==> src/rtl/pipe_skid_stage_pkg.sv <==
// Constants shared by the pipeline stage registers: default payload widths,
// the bubble fill value and the occupancy encoding.
package pipe_skid_stage_pkg;

   localparam int DEF_DATA_W = 32;
   localparam int DEF_CTRL_W = 16;
   localparam int OCC_W      = 2;

   // Every bit of a bubble's payload takes this value.
   localparam logic BUBBLE_BIT = 1'b0;

   function automatic logic [OCC_W-1:0] occ_count(input logic main_v, input logic skid_v);
      return {1'b0, main_v} + {1'b0, skid_v};
   endfunction

endpackage

==> src/rtl/pipe_skid_buf.sv <==
// One-entry skid register (valid + data + ctrl). Clear wins over load and
// zeroes the payload so an empty skid never carries stale control bits.
module pipe_skid_buf
   import pipe_skid_stage_pkg::*;
#(
   parameter int DATA_W = DEF_DATA_W,
   parameter int CTRL_W = DEF_CTRL_W
) (
   input  logic              Clk,
   input  logic              reset,
   input  logic              load_i,
   input  logic              clear_i,
   input  logic [DATA_W-1:0] data_i,
   input  logic [CTRL_W-1:0] ctrl_i,
   output logic              valid_o,
   output logic [DATA_W-1:0] data_o,
   output logic [CTRL_W-1:0] ctrl_o
);

   logic              valid_q;
   logic [DATA_W-1:0] data_q;
   logic [CTRL_W-1:0] ctrl_q;

   // NOTE: sequential state uses non-blocking assignments so every register samples pre-edge values.
   always_ff @(posedge Clk) begin
      if (reset || clear_i) begin
         valid_q <= 1'b0;
         data_q  <= {DATA_W{BUBBLE_BIT}};
         ctrl_q  <= {CTRL_W{BUBBLE_BIT}};
      end else if (load_i) begin
         valid_q <= 1'b1;
         data_q  <= data_i;
         ctrl_q  <= ctrl_i;
      end
   end

   assign valid_o = valid_q;
   assign data_o  = data_q;
   assign ctrl_o  = ctrl_q;

endmodule

==> src/rtl/pipe_skid_stage.sv <==
// Valid/ready pipeline stage register with stall and flush. Defining
// PIPE_SKID_EN adds a one-entry skid so in_ready is purely registered.
module pipe_skid_stage
   import pipe_skid_stage_pkg::*;
#(
   parameter int DATA_W = DEF_DATA_W,
   parameter int CTRL_W = DEF_CTRL_W
) (
   input  logic              Clk,
   input  logic              reset,
   input  logic              in_valid,
   output logic              in_ready,
   input  logic [DATA_W-1:0] in_data,
   input  logic [CTRL_W-1:0] in_ctrl,
   output logic              out_valid,
   input  logic              out_ready,
   output logic [DATA_W-1:0] out_data,
   output logic [CTRL_W-1:0] out_ctrl,
   input  logic              stall,
   input  logic              flush,
   output logic [OCC_W-1:0]  occupancy
);

   logic              main_valid_q, main_valid_d;
   logic [DATA_W-1:0] main_data_q,  main_data_d;
   logic [CTRL_W-1:0] main_ctrl_q,  main_ctrl_d;
   logic [OCC_W-1:0]  occ_q,        occ_d;
   logic              accept, drain;

   assign accept = in_valid && in_ready && !flush;
   assign drain  = main_valid_q && out_ready && !stall;

`ifdef PIPE_SKID_EN
   logic              skid_valid, skid_valid_d;
   logic              skid_load, skid_move, skid_clear;
   logic [DATA_W-1:0] skid_data;
   logic [CTRL_W-1:0] skid_ctrl;

   assign in_ready   = !skid_valid;
   assign skid_move  = skid_valid && (drain || !main_valid_q);
   assign skid_load  = accept && main_valid_q && !drain;
   assign skid_clear = flush || skid_move;
   assign skid_valid_d = flush ? 1'b0 : (skid_load || (skid_valid && !skid_move));

   pipe_skid_buf #(.DATA_W(DATA_W), .CTRL_W(CTRL_W)) u_skid (
      .Clk     (Clk),
      .reset   (reset),
      .load_i  (skid_load),
      .clear_i (skid_clear),
      .data_i  (in_data),
      .ctrl_i  (in_ctrl),
      .valid_o (skid_valid),
      .data_o  (skid_data),
      .ctrl_o  (skid_ctrl)
   );

   always_comb begin
      // NOTE: defaults first so no path through this block infers a latch.
      main_valid_d = main_valid_q;
      main_data_d  = main_data_q;
      main_ctrl_d  = main_ctrl_q;
      if (flush) begin
         main_valid_d = 1'b0;
         main_data_d  = {DATA_W{BUBBLE_BIT}};
         main_ctrl_d  = {CTRL_W{BUBBLE_BIT}};
      end else if (drain || !main_valid_q) begin
         if (skid_valid) begin
            main_valid_d = 1'b1;
            main_data_d  = skid_data;
            main_ctrl_d  = skid_ctrl;
         end else if (accept) begin
            main_valid_d = 1'b1;
            main_data_d  = in_data;
            main_ctrl_d  = in_ctrl;
         end else begin
            main_valid_d = 1'b0;
            main_data_d  = {DATA_W{BUBBLE_BIT}};
            main_ctrl_d  = {CTRL_W{BUBBLE_BIT}};
         end
      end
      occ_d = occ_count(main_valid_d, skid_valid_d);
   end
`else
   // Without the skid, a draining main register can take a new entry the same cycle.
   assign in_ready = !main_valid_q || (out_ready && !stall);

   always_comb begin
      main_valid_d = main_valid_q;
      main_data_d  = main_data_q;
      main_ctrl_d  = main_ctrl_q;
      if (flush || (drain && !accept)) begin
         main_valid_d = 1'b0;
         main_data_d  = {DATA_W{BUBBLE_BIT}};
         main_ctrl_d  = {CTRL_W{BUBBLE_BIT}};
      end else if (accept) begin
         main_valid_d = 1'b1;
         main_data_d  = in_data;
         main_ctrl_d  = in_ctrl;
      end
      occ_d = occ_count(main_valid_d, 1'b0);
   end
`endif

   // NOTE: payload registers are reset too, since out_data/out_ctrl must read zero for a bubble.
   always_ff @(posedge Clk) begin
      if (reset) begin
         main_valid_q <= 1'b0;
         main_data_q  <= {DATA_W{BUBBLE_BIT}};
         main_ctrl_q  <= {CTRL_W{BUBBLE_BIT}};
         occ_q        <= '0;
      end else begin
         main_valid_q <= main_valid_d;
         main_data_q  <= main_data_d;
         main_ctrl_q  <= main_ctrl_d;
         occ_q        <= occ_d;
      end
   end

   assign out_valid = main_valid_q;
   assign out_data  = main_data_q;
   assign out_ctrl  = main_ctrl_q;
   assign occupancy = occ_q;

endmodule

==> config.mk <==
export PLATFORM = sky130hd
export DESIGN_NAME = pipe_skid_stage
export DESIGN_NICKNAME = d
export VERILOG_FILES = /design/src/rtl/pipe_skid_stage_pkg.sv /design/src/rtl/pipe_skid_buf.sv /design/src/rtl/pipe_skid_stage.sv
export SDC_FILE = /design/constraint.sdc
export NUM_CORES = 1
export LEC_CHECK = 0
export CAP_MARGIN = 15
export CORE_UTILIZATION = 41
export CTS_CLUSTER_DIAMETER = 40
export DETAILED_ROUTE_END_ITERATION = 10
export PLACE_DENSITY = 0.8
export SETUP_SLACK_MARGIN = 0.4
export SLEW_MARGIN = 20
export SYNTH_ARGS = -nofsm -noshare
export SYNTH_HDL_FRONTEND = slang
export SYNTH_SLANG_ARGS = --single-unit
==> constraint.sdc <==
create_clock -name Clk -period 1.4 [get_ports Clk]
set_input_delay 0.42 -clock Clk [delete_from_list [all_inputs] [get_ports Clk]]
set_output_delay 0.42 -clock Clk [all_outputs]
set_load 0.02 [all_outputs]
==> summary by stage <==
STA
Clock skew on the completed layout was measured at 10.1 ps. The count of final max-slew check failures is 0. The number of hold-slack violations in the final timing report is 0. Setup repair after global routing could not meet its margin everywhere. The upper clock frequency limit is 0.764 GHz. Dividing the final minimum period by the clock period gives 93.5%.

After layout, the worst setup slack is 91.7 ps. The final-report setup violation count is 0. The minimum clock period is 1310 ps.

Route
The detailed router placed 2273 vias in this run. The residual DRC count is 0. The first detailed-routing pass ran for 4 iterations. The detail route stage leaves a number of antenna-violating nets equal to 0. After the first detailed-routing iteration, the DRC count stood at 80.

The final routed wire length divided by cell count is 15.8 µm. The final layout contains routed wiring with a total length of 6.92 mm. The routed via count divided by cell count is 5.19.

Critical path
The largest fanout of any net on the critical path is 6. By startpoint and endpoint, the worst setup path is classified as reg -> out. Across all register-to-register paths, the minimum setup slack is 170 ps. The type of element capturing the critical path is a primary output. The worst setup path is launched from a flop. STA puts the critical path data arrival time at 890 ps. STA puts the critical path data required time at 980 ps.

Synth
The count of yosys warnings during synthesis is 0. Counting flops with a built-in enable in the synthesized netlist gives 0. Synthesis produced a netlist with a net count of 284.

The most used flip-flop cell after synthesis is sky130_fd_sc_hd__dfxtp_1. Synthesis produced 230 cells. The biggest area consumer among synthesized cells is sky130_fd_sc_hd__dfxtp_1.

By area the synthesized netlist is led by sky130_fd_sc_hd__dfxtp_1 44%, sky130_fd_sc_hd__mux2i_1 22%, sky130_fd_sc_hd__nand3_1 22%, sky130_fd_sc_hd__buf_6 3.5%, sky130_fd_sc_hd__buf_2 3.1%. The combined area of all synthesized cells is 2230 µm². In the synthesized netlist, the cells that appear most often are 96 x sky130_fd_sc_hd__nand3_1, 49 x sky130_fd_sc_hd__dfxtp_1, 48 x sky130_fd_sc_hd__mux2i_1. The share of flip-flops with an asynchronous set or reset is 0%. The top-area cell type share of the netlist area is 43.9%. The sequential element share of the synthesized area is 43.9%. The most instantiated library cell after synthesis is sky130_fd_sc_hd__nand3_1. The count of different cell masters after synthesis is 17.

The synthesized flop and latch total is 49. The average footprint of a synthesized cell is 9.70 µm².

Run
Max-cap violations in this run came to 0.

Clock network
The number of clock sinks seen by CTS is 49. The clock insertion delay at the later pin of the skew report is 300 ps. The number of hold buffers added after CTS is 0.

The clock passes through at most 2 buffers. The number of CTS-inserted buffers is 5. The clock tree synthesis step divided the H-tree into 2 levels.

The clock-pin slew of the registers on the worst-case setup and hold paths is 80 ps. The clock tree from TritonCTS is yes. The tree is rooted in a sky130_fd_sc_hd__clkbuf_8.

Finish
The non-filler instance count after layout is 438. The area of all placed cells without fillers is 4190 µm². The relative area change from synthesis to final layout is 87.9%. The net total in the final layout is 421. The final standard cell utilization of the core is 81.1%. The share of layout cells above drive strength 1 is 48.1%. The number of antenna diodes in the final layout is 0.

Die
Row generation in the floorplan step produced 26 rows. During I/O placement, the number of pins put on the boundary was 106. The die covers 5740 µm². The area of the placeable core is 5170 µm². For this configuration, the core starts out at a cell density of 43.2%. The die is 75.8 µm wide. The die boundary height is 75.8 µm.

GRT
The total routing resource utilization after global routing is 21.6%. The initial antenna violation count is 0. The via count of the first global-routing pass is 1978.

The wire length of the first global-routing pass is 9.28 mm. Entering global routing, the biggest net connects 27 pins. The final global-route overflow total is 0.

Placed design
The cell area after placement is 3380 µm². The cell count after placement is 388. At the end of routability-driven placement, the weighted congestion stood at 0.705. Detailed placement ended at an HPWL of 3.62 mm. The post-placement setup slack is -690 ps. In this run the tool buffered the top-level ports with 104 buffer cells.

Worst hold path
The class of the tightest hold or removal check is in -> reg.

Power
In this run the static leakage power is 0.00171 µW. IR analysis of the VDD net gives a maximum drop of 387 µV. For this design the ratio of total power to cell area is 751 nW/µm².

Outcome
The flow ran to the end, and the final reports show no timing, DRC or antenna violations.
cell families after synthesis:
| family | count (synthesis) | share of synthesized area, % |
|---|---|---|
| AND/OR/NAND/NOR | 102 | 23.6 |
| AO/OA/AOI/OAI | 2 | 0.616 |
| other | 1 | 0.168 |
| buffers and inverters | 28 | 10.1 |
| flip-flops | 49 | 43.9 |
| multiplexers | 48 | 21.5 |
registers in the layout, summed over array words and instances (netlist names):
| name | flops |
|---|---|
| out_data | 32 |
| out_ctrl | 16 |
| occupancy | 1 |
final cells by class:
class,count,area [µm²]
clock buffer,7,86.3
clock inverter,1,30.0
fill,316,978
multi-input combinational,153,1090
sequential,49,1040
tap,70,87.6
timing repair buffer,158,1850
path summary, 6_finish.rpt:
check / to / cells past startpoint / from
worst min-delay path: occupancy[0] / 3 / flush
worst min register to register: out_ctrl[0] / 2 / out_ctrl[0]
worst max register to register: out_data[1] / 5 / occupancy[0]
worst max-delay path: in_ready / 2 / occupancy[0]
critical path: stages (launching register included):
cell                      delay (ps)
sky130_fd_sc_hd__dfxtp_4         410
sky130_fd_sc_hd__nand2_2          60
sky130_fd_sc_hd__buf_6           130
metrics by stage:
stage,TNS (ps),hold slack [ps],total power [µW]
4_1_cts,0,478,3130
6_report,0,414,3150
5_1_grt,0,422,3280
3_5_place_dp,-24830,459,1980
3_3_place_gp,-22670,452,1980
2_1_floorplan,0,489,1720
report_power, final:
| group | internal [µW] | leakage (µW) | switching [µW] | total [µW] |
|---|---|---|---|---|
| combinational | 413 | 0.00123 | 251 | 664 |
| sequential | 1430 | 0.000421 | 25.9 | 1460 |
| clock | 583 | 0.0000585 | 449 | 1030 |
layout by cell type (no fill, tap or decap), types with 2 or more instances in the layout:
cell | Yosys | final
sky130_fd_sc_hd__dfxtp_2 | 0 | 48
sky130_fd_sc_hd__clkdlybuf4s50_1 | 0 | 48
sky130_fd_sc_hd__mux2i_2 | 0 | 2
sky130_fd_sc_hd__mux2i_1 | 48 | 46
sky130_fd_sc_hd__buf_6 | 7 | 57
sky130_fd_sc_hd__clkbuf_16 | 0 | 3
sky130_fd_sc_hd__buf_12 | 2 | 10
sky130_fd_sc_hd__buf_16 | 0 | 7
sky130_fd_sc_hd__nand3_1 | 96 | 92
sky130_fd_sc_hd__nand3_2 | 0 | 4
sky130_fd_sc_hd__clkbuf_8 | 0 | 6
sky130_fd_sc_hd__buf_4 | 3 | 27
sky130_fd_sc_hd__nand2b_4 | 1 | 2
sky130_fd_sc_hd__buf_2 | 14 | 3
layer usage:
layer  GRT usage (%)  up-vias  share of wire, %
met4            6.38        0               1.7
li1                -     1097                 -
met1            24.9     1074                40
met3            6.48       10               6.6
met5               0        -                 0
met2            38.2       92                51
repair_timing:
action	4_1_cts	5_1_grt
gates resized for setup	378	8
pin swaps	3	3
gates cloned	7	3
endpoints found under the setup margin	100	99
setup buffers	17	15
(Power assumes the default switching activity.)
